<file path="config.mk">
export PLATFORM = sky130hd
export DESIGN_NAME = multi_pulse_sync_rx
export DESIGN_NICKNAME = d
export VERILOG_FILES = /design/src/rtl/multi_pulse_sync_rx.sv
export SDC_FILE = /design/constraint.sdc
export NUM_CORES = 1
export LEC_CHECK = 0
export CORE_MARGIN = 1.5
export CORE_UTILIZATION = 42
export DETAILED_ROUTE_END_ITERATION = 10
export PLACE_DENSITY = 0.78
export SLEW_MARGIN = 20
export SYNTH_ARGS = -nofsm -noshare
export SYNTH_HDL_FRONTEND = slang
export SYNTH_SLANG_ARGS = --single-unit
</file>
<file path="constraint.sdc">
create_clock -name clk_dest -period 1.7 [get_ports clk_dest]
set_clock_uncertainty 0.05 [all_clocks]
set_input_delay 0.34 -clock clk_dest [delete_from_list [all_inputs] [get_ports clk_dest]]
set_output_delay 0.34 -clock clk_dest [all_outputs]
set_load 0.01 [all_outputs]
</file>
<file path="src/rtl/multi_pulse_sync_rx.sv">
`default_nettype none
// ============================================================================
//  Module      : multi_pulse_sync_rx
//  Description : Multi-channel toggle-event receiver. Each channel synchronizes
//                an asynchronous toggle level, turns each level change into an
//                event and keeps a saturating pending count with valid/ready
//                drain and a sticky overflow flag.
//                Optional: MULTI_PULSE_SYNC_RX_RAW_PULSE_EN enables dest_pulse.
//  Revision    : 1.0 - initial release
// ============================================================================
module multi_pulse_sync_rx #(
    parameter int NUM_CH      = 4,
    parameter int SYNC_STAGES = 2,
    parameter int CNT_W       = 3
) (
    input  logic                    clk_dest,
    input  logic                    rst_dest,
    input  logic [NUM_CH-1:0]       src_tgl,
    output logic [NUM_CH-1:0]       dest_valid,
    input  logic [NUM_CH-1:0]       dest_ready,
    output logic [NUM_CH*CNT_W-1:0] dest_pend,
    output logic [NUM_CH-1:0]       dest_ovf,
    input  logic [NUM_CH-1:0]       ovf_clr,
    output logic [NUM_CH-1:0]       dest_pulse
);

    localparam int                  c_warm_w    = $clog2(SYNC_STAGES + 2);
    localparam logic [c_warm_w-1:0] c_warm_done = c_warm_w'(SYNC_STAGES + 1);

    logic [NUM_CH-1:0]   r_sync [SYNC_STAGES];
    logic [NUM_CH-1:0]   r_lvl_q;
    logic [c_warm_w-1:0] r_warm;
    logic                w_warm_done;
    logic [NUM_CH-1:0]   w_event;

    always_ff @(posedge clk_dest) begin
        if (rst_dest) begin
            for (int s = 0; s < SYNC_STAGES; s++) begin
                r_sync[s] <= '0;
            end
            r_lvl_q <= '0;
        end else begin
            r_sync[0] <= src_tgl;
            for (int s = 1; s < SYNC_STAGES; s++) begin
                r_sync[s] <= r_sync[s-1];
            end
            r_lvl_q <= r_sync[SYNC_STAGES-1];
        end
    end

    // Hold off detection until the chain has flushed, so a level already
    // present at reset release is absorbed rather than counted.
    always_ff @(posedge clk_dest) begin
        if (rst_dest) begin
            r_warm <= '0;
        end else if (!w_warm_done) begin
            r_warm <= r_warm + c_warm_w'(1);
        end
    end

    assign w_warm_done = (r_warm == c_warm_done);
    assign w_event     = (r_sync[SYNC_STAGES-1] ^ r_lvl_q) & {NUM_CH{w_warm_done}};

    for (genvar i = 0; i < NUM_CH; i++) begin : g_ch
        localparam logic [CNT_W-1:0] c_cnt_max = '1;

        logic [CNT_W-1:0] r_cnt;
        logic             r_ovf;
        logic             w_xfer;

        assign w_xfer = (r_cnt != '0) && dest_ready[i];

        always_ff @(posedge clk_dest) begin
            if (rst_dest) begin
                r_cnt <= '0;
                r_ovf <= 1'b0;
            end else begin
                if (w_event[i] && !w_xfer) begin
                    if (r_cnt != c_cnt_max) begin
                        r_cnt <= r_cnt + CNT_W'(1);
                    end
                end else if (!w_event[i] && w_xfer) begin
                    r_cnt <= r_cnt - CNT_W'(1);
                end

                // Set wins over clear when both land in the same cycle.
                if (w_event[i] && !w_xfer && (r_cnt == c_cnt_max)) begin
                    r_ovf <= 1'b1;
                end else if (ovf_clr[i]) begin
                    r_ovf <= 1'b0;
                end
            end
        end

        assign dest_pend[i*CNT_W +: CNT_W] = r_cnt;
        assign dest_valid[i]               = (r_cnt != '0);
        assign dest_ovf[i]                 = r_ovf;
    end

`ifdef MULTI_PULSE_SYNC_RX_RAW_PULSE_EN
    logic [NUM_CH-1:0] r_pulse;

    always_ff @(posedge clk_dest) begin
        if (rst_dest) begin
            r_pulse <= '0;
        end else begin
            r_pulse <= w_event;
        end
    end

    assign dest_pulse = r_pulse;
`else
    assign dest_pulse = '0;
`endif

endmodule
`default_nettype wire

</file>
Yosys cells after proc, flatten, opt, wreduce, memory -nomap -nowiden
Memory sizes are Yosys's and may differ from the RTL's. Cells that the tools add are included. W data, S select, Z words.

$add $sub $neg: 9. Equality and inequality tests: 13. Muxes and demuxes: 25. Bitwise logic cells: 4. Reduce and logical (&&, ||, !) cells: 40.

Operator list (number): $mux W3 (12); $logic_and A1 B1 Y1 (16); $reduce_bool A2 Y1 (8); $add A3 B1 Y3 const B (4); $eq A3 B3 Y1 const B (4); $ne A3 B3 Y1 const B (4); $reduce_bool A3 Y1 (4); $sub A3 B1 Y3 const B (4); $mux W1 (11); $logic_not A1 Y1 (8); $mux W4 (2); $reduce_and A2 Y1 (4); $ne A2 B1 Y1 const B (3); $and A4 B4 Y4 (1); $xor A4 B4 Y4 (1); $add A2 B1 Y2 const B (1); $eq A2 B2 Y1 const B (1); $ne A2 B2 Y1 const B (1); $or A1 B1 Y1 (2).

Register bits after elaboration: 22. Memory bits (writable): 8. Input port bits: 14. Output and inout port bits: 24. Memories: 1.

Memories: r_sync (depth 2, width 4, rd ports 2, clocked after memory_dff 0, write ports 2, RTL line 30) `logic [NUM_CH-1:0] r_sync [SYNC_STAGES];`.

Logic depth before layout (Yosys ltp)
An unclocked memory read counts as a cell.

Depth after elaboration: 7. Depth in mapped cells: 7. Mapped depth without buffers: 6.

Worst setup path after synthesis
No wires, ideal clock.

Path kind: reg-to-reg. Start point: reg r_warm[0]. End point: reg g_ch[0].r_cnt[2]. Setup time: 0.123 ns. Arrival: 1.718 ns. Required time: 1.527 ns. Setup slack: -0.191 ns. Cell stages (with the launch flop): 7. Path buffers: 1. Cell sequence: dfxtp_1 > ha_1 > buf_2 > nand3_1 > fa_1 > mux2i_1 > mux2_1.

Cells in the longest elaborated chain, start to end: 6.

RTL lines: start, declared (RTL line 32) `logic [c_warm_w-1:0] r_warm;`; start signal, assigned (RTL line 57) `r_warm <= r_warm + c_warm_w'(1);`; $eq A2 B2 Y1 * (RTL line 61) `assign w_warm_done = (r_warm == c_warm_done);`; $and A4 B4 Y4 * (RTL line 62) `assign w_event = (r_sync[SYNC_STAGES-1] ^ r_lvl_q) & {NUM_CH{w_warm_done}};`; $logic_not A1 Y1 (RTL line 82) `end else if (!w_event[i] && w_xfer) begin`; $logic_and A1 B1 Y1 (RTL line 82); $reduce_bool A2 Y1 (no line); $reduce_and A2 Y1 (no line); end signal, assigned (RTL line 80) `r_cnt <= r_cnt + CNT_W'(1);`; end signal, assigned (RTL line 83) `r_cnt <= r_cnt - CNT_W'(1);`; end, declared (RTL line 67) `logic [CNT_W-1:0] r_cnt;`.

Mark *: on every way between the ends. The rest lies on a longest branch, timed or not. A chain may end at the register's enable or synchronous reset.

Worst setup path in the final report
Start point: reg g_ch[2].r_cnt[2]. End point: reg g_ch[2].r_cnt[2].

Cells in the longest elaborated chain, start to end: 6.

RTL lines (RTL line): start, declared (67); start signal, assigned (80); start signal, assigned (83); parallel branches: the longest is 6 deep, another holds $sub A3 B1 Y3.

Parallel ways; which one is timed is not known. The select of a mux whose other input is x is not followed.

==> reports/summary.txt <==
GRT Util Overall - 0.205
IO Pins - 38
routed via count - 1330
R2R setup slack - -80 ps
Placed Area - 2130 um^2
synthesized flop and latch total - 30
CTS tree - built
min cycle time layout - 1780 ps
R2R depth - 5
drt wl/cell - 13.4 um
Critical Path AT - 1960 ps
chip width - 62.8 um
total negative slack - -301 ps
RSZ-0062 raised after global routing - yes
DR pass1 iterations - 4
RR Endpoint - g_ch[2].r_cnt[2]
port bufs - 33
GRT overflow - 0
crit path from - g_ch[2].r_cnt[2]
clock sinks - 30
final setup fails - 6
synth warn - 0
Antenna Nets Post-Route - 0
Post-synth top cells - 30 x dfxtp_1, 24 x nor2b_1
hold_buf cts - 0
worst skew pair latency - 330 ps
predominant post-synthesis flop cell - dfxtp_1
VDD IR max - 0.656 mV
placed cells - 249
endpoint type of the worst setup path - flop
Yosys top cell by area - dfxtp_1
clk buf depth - 2
static leakage - 1.06 nW
Max Slew Vio Count - 0
top-count cell post-synth - dfxtp_1
GR Util met2 - 0.366
post-DP HPWL - 2370 um
number of synthesized flops with an enable pin - 0
Hold Crit Start - r_sync[0][3]
mapped cell area - 1500 um^2
Req. time, crit path - 1880 ps
die height - 62.8 um
Hold Slack - 391 ps
CP Max Fanout - 4
final worst setup slack - -82.6 ps
vias in the first global route - 1348
Num CTS Buffers - 5
DRC viols - 0
Hold EP - r_sync[0][7]
drt total wl - 3700 um
Distinct cells, synth - 25
Max Cap Viol - 0
hold path cells - 1
Hold Vio Cnt, Final - 0
P per Cell Area - 1430 nW/um^2
initial antenna violation count - 0
final non-filler cell area - 2410 um^2
initial DRC count - 45
Fill cells - 236
Top Usage Layer GRT - met2
largest net degree at the start of global routing - 39
FFs w/ async S/R, synth - 0
CTS root buf - clkbuf_4
Hold Path Class - reg2reg
ANT cells - 0
met3 usage - 0.0703
share of cells above drive strength 1 - 0.450
row cnt - 21
status - finished, violations left
register area share after synthesis - 0.400
gpl congestion - 0.745
fin util - 0.710
Worst-path clk slew - 100 ps
Layout Cells excl Fill - 275
area growth from synthesis to layout - 60.3%
Worst setup SP type - flop
failing checks - negative setup slack
Final Power - 3.44 mW
Starting Density - 0.443
WS Path Type - reg2reg
Worst R2R Start - g_ch[2].r_cnt[2]
Global Route met1 Usage - 0.216
first-pass GRT wire length - 6210 um
Core Box Area - 3390 um^2
via/cell ratio - 4.84
worst slack at placement - -369 ps
Syn Area/Cell - 10.1 um^2
top cell type's share of synthesized area - 0.400
Nets - 247
full die area - 3940 um^2
htree depth - 2
Final period util - 1.05
Max Freq - 0.561 GHz
top post-synthesis cells by area - dfxtp_1 40%, nor2b_1 10%, o31ai_4 5.7%, fa_1 5.3%, buf_4 4.0%
Gate Count Post-Synth - 149
final cells by class:
cell class,instances,area [um^2],share of cell area
clock buffer,5,37.5,0.0156
clock inverter,3,40.0,0.0166
inverter,8,30.0,0.0125
multi-input combinational,101,890,0.370
sequential,30,637,0.265
tap,46,57.6,0.0239
timing repair buffer,82,716,0.297
layout by cell type (no fill, tap or decap), types with 3 or more instances in the layout:
| cell | instances |
|---|---|
| buf_4 | 43 |
| nor2b_1 | 22 |
| clkdlybuf4s50_1 | 20 |
| dfxtp_1 | 15 |
| inv_1 | 8 |
| dfxtp_2 | 8 |
| dfxtp_4 | 7 |
| nor2_1 | 6 |
| dlygate4sd2_1 | 6 |
| buf_6 | 6 |
| o21ai_0 | 5 |
| mux2i_1 | 5 |
| clkbuf_4 | 5 |
| o31ai_4 | 4 |
| nand3_2 | 4 |
| nand3_1 | 4 |
| and4_4 | 4 |
| nor3_1 | 4 |
| nor3b_1 | 4 |
| mux2_1 | 4 |
| o22ai_1 | 4 |
| fa_2 | 4 |
| conb_1 | 4 |
| xor2_2 | 3 |
| o41ai_1 | 3 |
| a21oi_1 | 3 |
| dlymetal6s2s_1 | 3 |
flip-flops by register name, indices dropped and copies added (netlist names):
signal and count:
g_ch.r_cnt 12, r_sync 8, g_ch.r_ovf 4, r_lvl_q 4, r_warm 2
power by group:
group | leakage [nW] | internal [mW] | switching (mW) | total [mW]
Combinational | 0.760 | 1.08 | 0.722 | 1.80
Sequential | 0.254 | 0.893 | 0.178 | 1.07
Clock | 0.0450 | 0.304 | 0.263 | 0.567
Total | 1.06 | 2.28 | 1.16 | 3.44
metal layers:
layer / share of wire / routed length [um] / vias up
met5: 0 / 0 / -
met4: 0.031 / 115 / 0
met3: 0.048 / 179 / 13
met2: 0.49 / 1830 / 40
met1: 0.43 / 1570 / 614
li1: - / - / 663
how the worst max path moves through the flow:
stage                             to  cells after the start
floorplan           g_ch[0].r_cnt[2]                      5
global placement    g_ch[2].r_cnt[2]                      6
detailed placement  g_ch[2].r_cnt[2]                      6
CTS                 g_ch[2].r_cnt[2]                      5
global route        g_ch[2].r_cnt[2]                      5
finish              g_ch[2].r_cnt[2]                      5
kinds of logic (layout without fill, tap and decap cells):
family / Yosys count / count (layout) / synth area share
AO/OA/AOI/OAI: 24 / 24 / 0.137
adder cells (fa/ha/maj): 5 / 5 / 0.0617
AND/OR/NAND/NOR: 54 / 54 / 0.223
multiplexers: 9 / 9 / 0.0633
buffers and inverters: 21 / 98 / 0.0733
other: 1 / 4 / 0.00250
XOR/XNOR: 5 / 5 / 0.0392
flip-flops: 30 / 30 / 0.400
critical path: stages (launching register included):
cell and delay [ps]:
dfxtp_2 360, o31ai_4 280, nand3_2 130, fa_2 360, mux2i_1 180, mux2_1 330
what timing repair did:
| item | 4_1_cts | 5_1_grt |
|---|---|---|
| gates cloned | 0 | 0 |
| endpoints found under the setup margin | 20 | 14 |
| resized for setup | 44 | 7 |
| pin swaps | 6 | 7 |
| buffers inserted | 15 | 3 |
No activity file was read; power rests on OpenSTA's default activity.
